### config.mk
export PLATFORM = sky130hd
export DESIGN_NAME = dot_product_responder
export DESIGN_NICKNAME = d
export VERILOG_FILES = /design/src/rtl/dot_product_responder.sv
export SDC_FILE = /design/constraint.sdc
export NUM_CORES = 1
export LEC_CHECK = 0
export CAP_MARGIN = 40
export CORE_ASPECT_RATIO = 1.25
export CORE_MARGIN = 2
export CORE_UTILIZATION = 63
export DETAILED_ROUTE_END_ITERATION = 10
export PLACE_DENSITY = 0.89
export SLEW_MARGIN = 20
export SYNTH_ARGS = -nofsm -noshare
export SYNTH_HDL_FRONTEND = slang
export SYNTH_SLANG_ARGS = --single-unit
### constraint.sdc
create_clock -name clk -period 5.7 [get_ports clk]
set_input_delay 1.425 -clock clk [delete_from_list [all_inputs] [get_ports clk]]
set_output_delay 1.425 -clock clk [all_outputs]
set_load 0.005 [all_outputs]
### src/rtl/dot_product_responder.sv
// dot_product_responder: run/busy compute engine. Each run computes NUM_OUT
// signed dot products of a VEC_LEN-word input vector against consecutive weight
// rows and writes the saturated results to output SRAM, one per WRITE cycle.
// Optional feature macro: RESULT_RELU_EN (clamps negative results to zero).
module dot_product_responder #(
   parameter int          NUM_OUT  = 96,
   parameter int          VEC_LEN  = 9,
   parameter logic [11:0] IN_BASE  = 12'h0,
   parameter logic [11:0] W_BASE   = 12'h0,
   parameter logic [11:0] OUT_BASE = 12'h0,
   parameter int          SHIFT    = 0
) (
   input  logic        clk,
   input  logic        reset,
   input  logic        dut_run,
   output logic        dut_busy,
   output logic [11:0] dut_sram_read_address,
   input  logic [15:0] sram_dut_read_data,
   output logic [11:0] dut_wmem_read_address,
   input  logic [15:0] wmem_dut_read_data,
   output logic        dut_sram_write_enable,
   output logic [11:0] dut_sram_write_address,
   output logic [15:0] dut_sram_write_data
);

   localparam int AW = 32 + $clog2(VEC_LEN);
   localparam int IW = $clog2(VEC_LEN) + 1;
   localparam int KW = $clog2(NUM_OUT) + 1;
   localparam logic [IW-1:0] I_LAST = IW'(VEC_LEN - 1);
   localparam logic [KW-1:0] K_LAST = KW'(NUM_OUT - 1);

   typedef enum logic [1:0] {IDLE, FETCH, DRAIN, WRITE} state_t;

   state_t                state_q, state_d;
   logic [IW-1:0]         i_q, i_d;
   logic [KW-1:0]         k_q, k_d;
   logic signed [AW-1:0]  acc_q, acc_d;
   logic [11:0]           row_q, row_d;
   logic [11:0]           raddr_q, raddr_d;
   logic [11:0]           waddr_q, waddr_d;
   logic                  busy_q, busy_d;
   logic                  we_q, we_d;
   logic [11:0]           wr_addr_q, wr_addr_d;
   logic [15:0]           wr_data_q, wr_data_d;

   logic signed [31:0]    prod;
   logic signed [AW-1:0]  acc_sum, acc_sh;
   logic [15:0]           sat, result;

   // Product of the pair whose data has just arrived, accumulated and scaled/saturated.
   always_comb begin
      prod    = $signed(sram_dut_read_data) * $signed(wmem_dut_read_data);
      acc_sum = acc_q + {{(AW-32){prod[31]}}, prod};
      acc_sh  = acc_sum >>> SHIFT;
      if (acc_sh[AW-1:15] == '0 || acc_sh[AW-1:15] == '1)
         sat = acc_sh[15:0];
      else
         sat = acc_sh[AW-1] ? 16'h8000 : 16'h7FFF;
`ifdef RESULT_RELU_EN
      result = sat[15] ? 16'h0000 : sat;
`else
      result = sat;
`endif
   end

   // Next-state logic; addresses are registered one cycle ahead of use.
   always_comb begin
      state_d   = state_q;
      i_d       = i_q;
      k_d       = k_q;
      acc_d     = acc_q;
      row_d     = row_q;
      raddr_d   = raddr_q;
      waddr_d   = waddr_q;
      we_d      = 1'b0;
      wr_addr_d = 12'h0;
      wr_data_d = 16'h0;
      case (state_q)
         IDLE: begin
            if (dut_run) begin
               state_d = FETCH;
               i_d     = '0;
               k_d     = '0;
               acc_d   = '0;
               row_d   = W_BASE;
               raddr_d = IN_BASE;
               waddr_d = W_BASE;
            end
         end
         FETCH: begin
            // data in the first FETCH cycle belongs to no issued pair
            if (i_q != '0) acc_d = acc_sum;
            if (i_q == I_LAST) begin
               state_d = DRAIN;
            end else begin
               i_d     = i_q + IW'(1);
               raddr_d = raddr_q + 12'd1;
               waddr_d = waddr_q + 12'd1;
            end
         end
         DRAIN: begin
            acc_d     = acc_sum;
            state_d   = WRITE;
            we_d      = 1'b1;
            wr_addr_d = OUT_BASE + 12'(k_q);
            wr_data_d = result;
         end
         default: begin
            if (k_q == K_LAST) begin
               state_d = IDLE;
            end else begin
               state_d = FETCH;
               k_d     = k_q + KW'(1);
               i_d     = '0;
               acc_d   = '0;
               row_d   = row_q + 12'(VEC_LEN);
               raddr_d = IN_BASE;
               waddr_d = row_q + 12'(VEC_LEN);
            end
         end
      endcase
      busy_d = (state_d != IDLE);
   end

   // State and registered outputs; reset drops any pending write.
   always_ff @(posedge clk or posedge reset) begin
      if (reset) begin
         state_q   <= IDLE;
         i_q       <= '0;
         k_q       <= '0;
         acc_q     <= '0;
         row_q     <= '0;
         raddr_q   <= '0;
         waddr_q   <= '0;
         busy_q    <= 1'b0;
         we_q      <= 1'b0;
         wr_addr_q <= '0;
         wr_data_q <= '0;
      end else begin
         state_q   <= state_d;
         i_q       <= i_d;
         k_q       <= k_d;
         acc_q     <= acc_d;
         row_q     <= row_d;
         raddr_q   <= raddr_d;
         waddr_q   <= waddr_d;
         busy_q    <= busy_d;
         we_q      <= we_d;
         wr_addr_q <= wr_addr_d;
         wr_data_q <= wr_data_d;
      end
   end

   assign dut_busy               = busy_q;
   assign dut_sram_read_address  = raddr_q;
   assign dut_wmem_read_address  = waddr_q;
   assign dut_sram_write_enable  = we_q;
   assign dut_sram_write_address = wr_addr_q;
   assign dut_sram_write_data    = wr_data_q;

endmodule
==> metrics.yaml, run 1 <==
synth_area_leaders: "fa_1 (31%), dfrtp_1 (17%), ha_1 (9.6%), inv_1 (7.0%), and2_1 (5.0%)"
post-synth-top-area-cell: "fa_1"
yosysSeqAreaShare: 0.166
fp.dieW_um: 151
ioPinCount: 89
yosys.area.top_type_share: 0.308
synth-main-ff-cell: "dfrtp_1"
grt_start_max_net_pins: 60
synth_common_cells: "inv_1 (319), fa_1 (263), nand2_1 (218)"
netlist_area_mm2: 0.0171
haltStage: "5_1_grt"
rows: 67
start_util: 0.638
cts_max_level: 4
ys_warn_count: 0
synthCells: 1895
error_line: "[ERROR GRT-0116] Global routing finished with congestion. Check the congestion regions in the DRC Viewer."
cts-root-buf: "clkbuf_16"
synthArstFlopShare: 1.00
cts_made_buffers: 17
die_h_um: 188
synth-seq-cells: 113
grt_usage: 0.626
hpwl_um: 40600
synth_most_common_cell: "inv_1"
placed_cell_area_mm2: 0.0211
cts_sinks: 113
synth-edff-count: 0
clk_path_buf_depth: 2
gp_congestion: 0.945
grt_pass1_vias: 22100
port_buffers: 84
grt_pass1_wl_um: 131000
ctsHoldBuffers: 0
netlist-cell-type-count: 78
status: "aborted with a tool error"
postSynthAreaPerCell_um2: 9.01
overflow: 2
cells by family after synthesis:
group	Yosys count	share of synthesized area
xor gates and xnor gates	85	0.0436
DFF	113	0.166
and+or+nand+nor	585	0.171
AOI/OAI and AO/OA	319	0.123
other	1	0.000220
adders and majority gates	394	0.404
muxes	8	0.00476
buffers and inverters	390	0.0875
metal layers:
layer	GRT overflow	global-route usage
met5	0	0.152
met1	0	0.631
met3	0	0.468
met2	0	0.801
met4	2	0.580
per-stage QoR:
step / setup slack, ns / hold slack (ns) / setup TNS (ns) / std cells
floorplan: -3.59 / 0.454 / -105.29 / 1898
global placement: -4.56 / 0.468 / -154.47 / 2584
detailed placement: -4.86 / 0.485 / -165.94 / 2587
CTS: -4.10 / 0.498 / -124.95 / 2664
repair_timing:
item,4_1_cts
gates cloned,2
setup buffers,45
pin swaps,120
endpoints found under the setup margin,47
resized for setup,263
==> run 2, diff against run 1 <==
--- a/config.mk
+++ b/config.mk
@@ -6,11 +6,10 @@
 export NUM_CORES = 1
 export LEC_CHECK = 0
 export CAP_MARGIN = 40
-export CORE_ASPECT_RATIO = 1.25
 export CORE_MARGIN = 2
-export CORE_UTILIZATION = 63
+export CORE_UTILIZATION = 40
 export DETAILED_ROUTE_END_ITERATION = 10
-export PLACE_DENSITY = 0.89
+export PLACE_DENSITY_LB_ADDON = 0.15
 export SLEW_MARGIN = 20
 export SYNTH_ARGS = -nofsm -noshare
 export SYNTH_HDL_FRONTEND = slang
==> metrics.yaml, run 2 <==
cts_sinks: 113
port_buffers: 84
cts_made_buffers: 17
finalCritPeriodShare: 1.63
clk_path_buf_depth: 2
grt_pass1_wl_um: 78500
cts_tree: "built"
netlist-cell-type-count: 78
syn2layout_area_growth_pct: 41.0
slowest_delay_ns: 0.55
synthArstFlopShare: 1.00
layout_common_cells: "buf_4 (313), inv_1 (294), fa_1 (255)"
synth-main-ff-cell: "dfrtp_1"
overflow: 0
fin_skew_ns: 0.0114
period_minus_slack_ns: 9.29
ff2ff_path_depth: 18
rows: 75
crit_fanout: 7
cp-start-kind: "primary input"
r2r_end: "dut_sram_write_data[2]"
layout-drive-gt1-share: 0.324
fp.dieW_um: 211
critPathLaunch: "sram_dut_read_data[5]"
worstHoldEndpoint: "acc_q[8]"
antenna_found_initial: 0
reg2reg_slack_ns: 1.53
vias: 14500
critPathSlowestCell: "fa_1"
ys_warn_count: 0
postSynthAreaPerCell_um2: 9.01
gp_congestion: 0.854
tightest_slew_ns: 0.816
final_common_cell: "buf_4"
yosys.area.top_type_share: 0.308
cap_violations: 0
path_buf_inv: 8
hpwl_um: 36600
clkLatencyLatePin_ns: 0.42
post-synth-top-area-cell: "fa_1"
slew_violations: 0
dp.cells: 2800
post_drt_wl_per_cell_um: 15.9
netlist_area_mm2: 0.0171
synth_area_leaders: "fa_1 (31%), dfrtp_1 (17%), ha_1 (9.6%), inv_1 (7.0%), and2_1 (5.0%)"
fillers: 3720
start_util: 0.406
largest_reg_flops: 36
cts-root-buf: "clkbuf_16"
wl_um: 45900
drt_iter0_drc: 652
ctsHoldBuffers: 0
die-area_mm2: 0.0444
rsz0062_at_grt: "yes"
min_from: "acc_q[8]"
grt_usage: 0.216
drc: 0
status: "finished with violations"
detail-route-antenna-nets: 0
cpMostUsedCell: "fa_1"
final_cells: 2888
fmax_mhz: 108
hold_depth: 2
clk_pin_slew_ns: 0.06
nets: 2765
slew_headroom: 0.456
worstHoldPathType: "reg -> reg"
cp.arrival_ns: 9.58
cp_top_family: "adder cells"
yosysSeqAreaShare: 0.166
synth-seq-cells: 113
worst_slack_ns: -3.59
synthCells: 1895
num_antenna_cells: 0
violations: "negative setup slack"
ioPinCount: 89
end_kind: "register"
drtPass1Iterations: 5
synth-edff-count: 0
cts_max_level: 4
grt_start_max_net_pins: 51
top_register: "acc_q"
die_h_um: 211
synth_most_common_cell: "inv_1"
final_hold_viol_count: 0
synth_common_cells: "inv_1 (319), fa_1 (263), nand2_1 (218)"
finalSetupViolCount: 46
r2r_start: "acc_q[0]"
crit_required_ns: 5.99
grt_pass1_vias: 15800
viasPerCell: 5.01
critPathKind: "in -> reg"
core_area_mm2: 0.0420
run 2: cell counts after synthesis:
No cell type changed its count.
run 2: layout make-up:
cell class	count	area, um^2	share of cell area
clock inverter	13	173	0.00717
sequential	113	2830	0.118
tap	539	674	0.0280
clock buffer	19	433	0.0180
inverter	319	1200	0.0501
timing repair buffer	490	4360	0.181
multi-input combinational	1395	14400	0.598
run 2: per-stage QoR:
| stage | util | setup TNS, ns | worst slack [ns] | cell area (um^2) | hold slack (ns) |
|---|---|---|---|---|---|
| final | 0.572 | -112.19 | -3.59 | 24100 | 0.495 |
| after global routing | 0.572 | -125.02 | -3.97 | 24100 | 0.520 |
| after CTS | 0.555 | -115.13 | -3.67 | 23300 | 0.499 |
| after detailed placement | 0.511 | -159.31 | -4.72 | 21500 | 0.482 |
| after global placement | 0.511 | -156.18 | -4.56 | 21500 | 0.471 |
| after floorplan | - | -105.29 | -3.59 | 17700 | 0.454 |
run 2: cells by family (layout without fill, tap and decap cells):
| logic type | count (synthesis) | after routing | share of synthesized area |
|---|---|---|---|
| mux | 8 | 8 | 0.00476 |
| compound gates | 319 | 319 | 0.123 |
| other cells | 1 | 4 | 0.000220 |
| buf+inv | 390 | 841 | 0.0875 |
| flops | 113 | 113 | 0.166 |
| fa+ha+maj | 394 | 394 | 0.404 |
| xor+xnor | 85 | 85 | 0.0436 |
| simple gates | 585 | 585 | 0.171 |
run 2: worst max-delay path by stage:
stage          depth (start not counted)                      to  slack, ns
6_report                              35  dut_sram_write_data[2]      -3.59
2_1_floorplan                         35  dut_sram_write_data[4]      -3.59
3_5_place_dp                          34  dut_sram_write_data[3]      -4.72
5_1_grt                               37  dut_sram_write_data[0]      -3.97
3_3_place_gp                          34  dut_sram_write_data[3]      -4.56
4_1_cts                               37  dut_sram_write_data[2]      -3.67
run 2: repair_timing:
item                       CTS  global route
resized for setup          286           168
cloned                       3             0
pin swaps                  122            94
setup endpoints to repair   46            46
hold endpoints to repair     0             0
buffers inserted            48            18
run 2: routing by layer:
layer  vias to the layer above  GRT usage  wire length (um)
li1                       6936          -                 -
met1                      7276      0.288             20100
met2                       222      0.384             23800
met3                        29     0.0249              1620
met4                         0     0.0330               421
met5                         -          0                 0
run 2: worst min-delay path, cell delays in order, from the launching register on:
cell and delay (ns):
dfrtp_1 0.35, nand2_1 0.05, o21ai_1 0.06
Power of run 2 is left out: the tool's default activity adds up to more than one toggle a clock period on the data nets, which glitch-free logic cannot reach.
==> run 3, diff against run 2 <==
--- a/config.mk
+++ b/config.mk
@@ -6,7 +6,6 @@
 export NUM_CORES = 1
 export LEC_CHECK = 0
 export CAP_MARGIN = 40
-export CORE_MARGIN = 2
 export CORE_UTILIZATION = 40
 export DETAILED_ROUTE_END_ITERATION = 10
 export PLACE_DENSITY_LB_ADDON = 0.15
==> metrics.yaml, run 3 (synthesized netlist as in run 2, its figures left out) <==
cts_tree: "built"
rsz0062_at_grt: "yes"
cpMostUsedCell: "fa_1"
use_met2: 0.383
slew_violations: 0
port_buffers: 84
placed_cell_area_mm2: 0.0215
r2r_end: "dut_sram_write_data[6]"
rows: 75
fin_hold_ws_ns: 0.488
cp_num_cells: 37
status: "finished with violations"
largest_reg_flops: 36
cts_made_buffers: 17
fillers: 3628
layout_common_cells: "buf_4 (328), inv_1 (285), fa_1 (252)"
fin_skew_ns: 0.00735
final_common_cell: "buf_4"
hpwl_um: 36400
cp-start-kind: "primary input"
reg2reg_slack_ns: 1.51
end_kind: "register"
gp_congestion: 0.874
die_h_um: 209
cts-root-buf: "clkbuf_16"
tightest_slew_ns: 0.802
finalCritPeriodShare: 1.65
grt_pass1_vias: 15700
critPathSlowestCell: "fa_1"
fin_area_mm2: 0.0245
grt_usage: 0.221
crit_required_ns: 6.00
slew_headroom: 0.465
period_minus_slack_ns: 9.41
path_buf_inv: 9
final_hold_viol_count: 0
r2r_start: "acc_q[0]"
ctsHoldBuffers: 0
worstHoldPathType: "reg -> reg"
clk_path_buf_depth: 2
detail-route-antenna-nets: 0
clk_pin_slew_ns: 0.06
worst_slack_ns: -3.71
cts_max_level: 4
viasPerCell: 5.00
overflow: 0
crit_fanout: 5
antenna_found_initial: 0
num_antenna_cells: 0
grt_start_max_net_pins: 53
dp.cells: 2795
clkLatencyLatePin_ns: 0.42
busiest_layer: "met2"
core_area_mm2: 0.0420
drc: 0
syn2layout_area_growth_pct: 43.5
start_util: 0.406
cap_violations: 0
cp_top_family: "adder cells"
top_register: "acc_q"
drt_iter0_drc: 677
layout-drive-gt1-share: 0.340
post_drt_wl_per_cell_um: 16.0
slowest_delay_ns: 0.52
wl_um: 46600
grt_util_met1: 0.296
finalSetupViolCount: 45
cts_sinks: 113
cp.arrival_ns: 9.71
nets: 2797
violations: "negative setup slack"
ioPinCount: 89
die-area_mm2: 0.0435
worstSetupEndpoint: "dut_sram_write_data[6]"
critPathKind: "in -> reg"
final_cells: 2920
vias: 14600
drtPass1Iterations: 5
ff2ff_path_depth: 18
fmax_mhz: 106
use_met3: 0.0246
critPathLaunch: "wmem_dut_read_data[4]"
grt_pass1_wl_um: 78600
fp.dieW_um: 209
==> run 3: layout make-up <==
class                      count  area [um^2]  area share
tap                          539          674      0.0275
multi-input combinational   1395        14500       0.593
clock buffer                  20          447      0.0182
timing repair buffer         522         4670       0.191
sequential                   113         2830       0.115
inverter                     319         1200      0.0491
clock inverter                12          134     0.00547
==> run 3: worst min path at each step <==
| stage | from | to | slack (ns) | depth (start not counted) |
|---|---|---|---|---|
| 6_report | acc_q[19] | acc_q[19] | 0.49 | 2 |
| 5_1_grt | k_q[6] | k_q[6] | 0.52 | 1 |
| 4_1_cts | acc_q[0] | acc_q[0] | 0.49 | 2 |
| 3_5_place_dp | acc_q[0] | acc_q[0] | 0.48 | 2 |
| 3_3_place_gp | acc_q[0] | acc_q[0] | 0.47 | 2 |
| 2_1_floorplan | acc_q[21] | acc_q[21] | 0.45 | 2 |
==> run 3: worst min-delay path: stages, from the launching register on <==
cell and delay, ns:
dfrtp_1 0.35, nand2_1 0.06, o21ai_2 0.05
==> run 3: per-layer routing <==
metal / routed length [um] / part of all wire
met3: 1310 / 0.028
met1: 20900 / 0.45
met4: 881 / 0.019
met2: 23600 / 0.51
met5: 0 / 0
==> run 3: repair_timing <==
item                                    CTS  global route
endpoints found under the setup margin   46            46
cloned                                    6             0
gates resized for setup                 374           139
endpoints found under the hold margin     0             0
setup buffers                            67            31
pin swaps                               156            94
==> run 3: metrics by stage <==
stage                     TNS (ns)   util  setup slack (ns)
after global placement     -155.87  0.510             -4.55
after CTS                  -113.70  0.565             -3.60
final                      -118.14  0.583             -3.71
after floorplan            -105.29      -             -3.59
after global routing       -129.61  0.583             -4.00
after detailed placement   -159.24  0.511             -4.66
Power of run 3 is left out for the same reason.
==> run 4, diff against run 3 <==
--- a/config.mk
+++ b/config.mk
@@ -8,6 +8,7 @@
 export CAP_MARGIN = 40
 export CORE_UTILIZATION = 40
 export DETAILED_ROUTE_END_ITERATION = 10
+export MAX_ROUTING_LAYER = met4
 export PLACE_DENSITY_LB_ADDON = 0.15
 export SLEW_MARGIN = 20
 export SYNTH_ARGS = -nofsm -noshare
==> metrics.yaml, run 4 (synthesized netlist as in run 2, its figures left out) <==
r2r_start: "acc_q[0]"
port_buffers: 84
worst_slack_ns: -3.79
reg2reg_slack_ns: 1.60
worstHoldPathType: "reg -> reg"
clkLatencyLatePin_ns: 0.41
r2r_end: "dut_sram_write_data[11]"
start_util: 0.406
critPathLaunch: "sram_dut_read_data[7]"
critPathKind: "in -> reg"
cap_violations: 0
syn2layout_area_growth_pct: 44.8
utilization: 0.588
viasPerCell: 5.07
ff2ff_path_depth: 21
worstSetupEndpoint: "dut_sram_write_data[14]"
wl_um: 47200
nets: 2802
cpMostUsedCell: "fa_1"
slowest_delay_ns: 0.54
final_common_cell: "buf_4"
fillers: 3609
num_antenna_cells: 0
cts-root-buf: "clkbuf_16"
end_kind: "register"
final_hold_viol_count: 0
fmax_mhz: 105
crit_required_ns: 6.04
cts_max_level: 4
grt_usage: 0.227
hold_depth: 2
drtPass1Iterations: 5
multiInputGateArea_mm2: 0.0147
grt_pass1_wl_um: 78500
gp_congestion: 0.895
top_register: "acc_q"
ctsHoldBuffers: 0
slew_headroom: 0.462
finalCritPeriodShare: 1.67
cts_tree: "built"
fp.dieW_um: 209
detail-route-antenna-nets: 0
tightest_slew_ns: 0.806
rows: 75
layout-drive-gt1-share: 0.345
rsz0062_at_grt: "yes"
grt_start_max_net_pins: 60
post_drt_wl_per_cell_um: 16.1
grt_pass1_vias: 15900
layout_common_cells: "buf_4 (327), inv_1 (288), fa_1 (255)"
largest_reg_flops: 36
status: "finished with violations"
die-area_mm2: 0.0435
crit_fanout: 8
seqCellArea_mm2: 0.00283
fin_skew_ns: 0.00766
critPathSlowestCell: "fa_1"
hpwl_um: 36400
slew_violations: 0
ioPinCount: 89
die_h_um: 209
cts_made_buffers: 17
cp-start-kind: "primary input"
drc: 0
finalSetupViolCount: 44
period_minus_slack_ns: 9.49
cp.arrival_ns: 9.83
antenna_found_initial: 0
clk_pin_slew_ns: 0.06
violations: "negative setup slack"
cts_sinks: 113
vias: 14800
overflow: 0
drt_iter0_drc: 637
core_area_mm2: 0.0420
clk_path_buf_depth: 2
[run 4: final cells by class]
type | count | area share
Sequential cell | 113 | 0.114
Multi-Input combinational cell | 1395 | 0.594
Timing Repair Buffer | 527 | 0.192
Tap cell | 539 | 0.0273
Clock buffer | 18 | 0.0174
Clock inverter | 14 | 0.00623
Inverter | 319 | 0.0487
[run 4: repair_timing]
item | CTS | global route
setup endpoints to repair | 47 | 46
endpoints found under the hold margin | 0 | 0
gates resized for setup | 362 | 185
pin swaps | 122 | 103
gates cloned | 3 | 0
setup buffers | 75 | 38
[run 4: through the flow]
| stage | setup TNS (ns) | hold WS, ns | cells | worst slack, ns | area [um^2] |
|---|---|---|---|---|---|
| floorplan | -105.29 | 0.454 | 1898 | -3.59 | 17700 |
| global placement | -158.83 | 0.469 | 2802 | -4.61 | 21500 |
| detailed placement | -160.41 | 0.483 | 2804 | -4.65 | 21500 |
| CTS | -112.53 | 0.495 | 2905 | -3.62 | 23800 |
| global route | -128.82 | 0.518 | 2925 | -4.08 | 24700 |
| finish | -117.88 | 0.491 | 2925 | -3.79 | 24700 |
[run 4: worst max-delay path: cells and delay by family]
| kind | cells | cell delay (ns) |
|---|---|---|
| fa+ha+maj | 8 | 3.67 |
| compound gates | 10 | 1.93 |
| buf+inv | 9 | 0.82 |
| simple gates | 8 | 1.74 |
| xor+xnor | 1 | 0.24 |
[run 4: worst min-delay path by stage]
stage / start / end / slack, ns
floorplan: acc_q[21] / acc_q[21] / 0.45
global placement: acc_q[21] / acc_q[21] / 0.47
detailed placement: acc_q[3] / acc_q[3] / 0.48
CTS: acc_q[5] / acc_q[5] / 0.49
global route: acc_q[3] / acc_q[3] / 0.52
finish: acc_q[26] / acc_q[26] / 0.49
[run 4: per-layer routing]
layer	vias to the layer above	track usage	wire length (um)
met5	-	-	0
met4	0	0.0550	903
met3	61	0.0302	1860
met2	275	0.385	24300
met1	7488	0.288	20200
li1	7016	-	-
Power of run 4 is left out for the same reason.
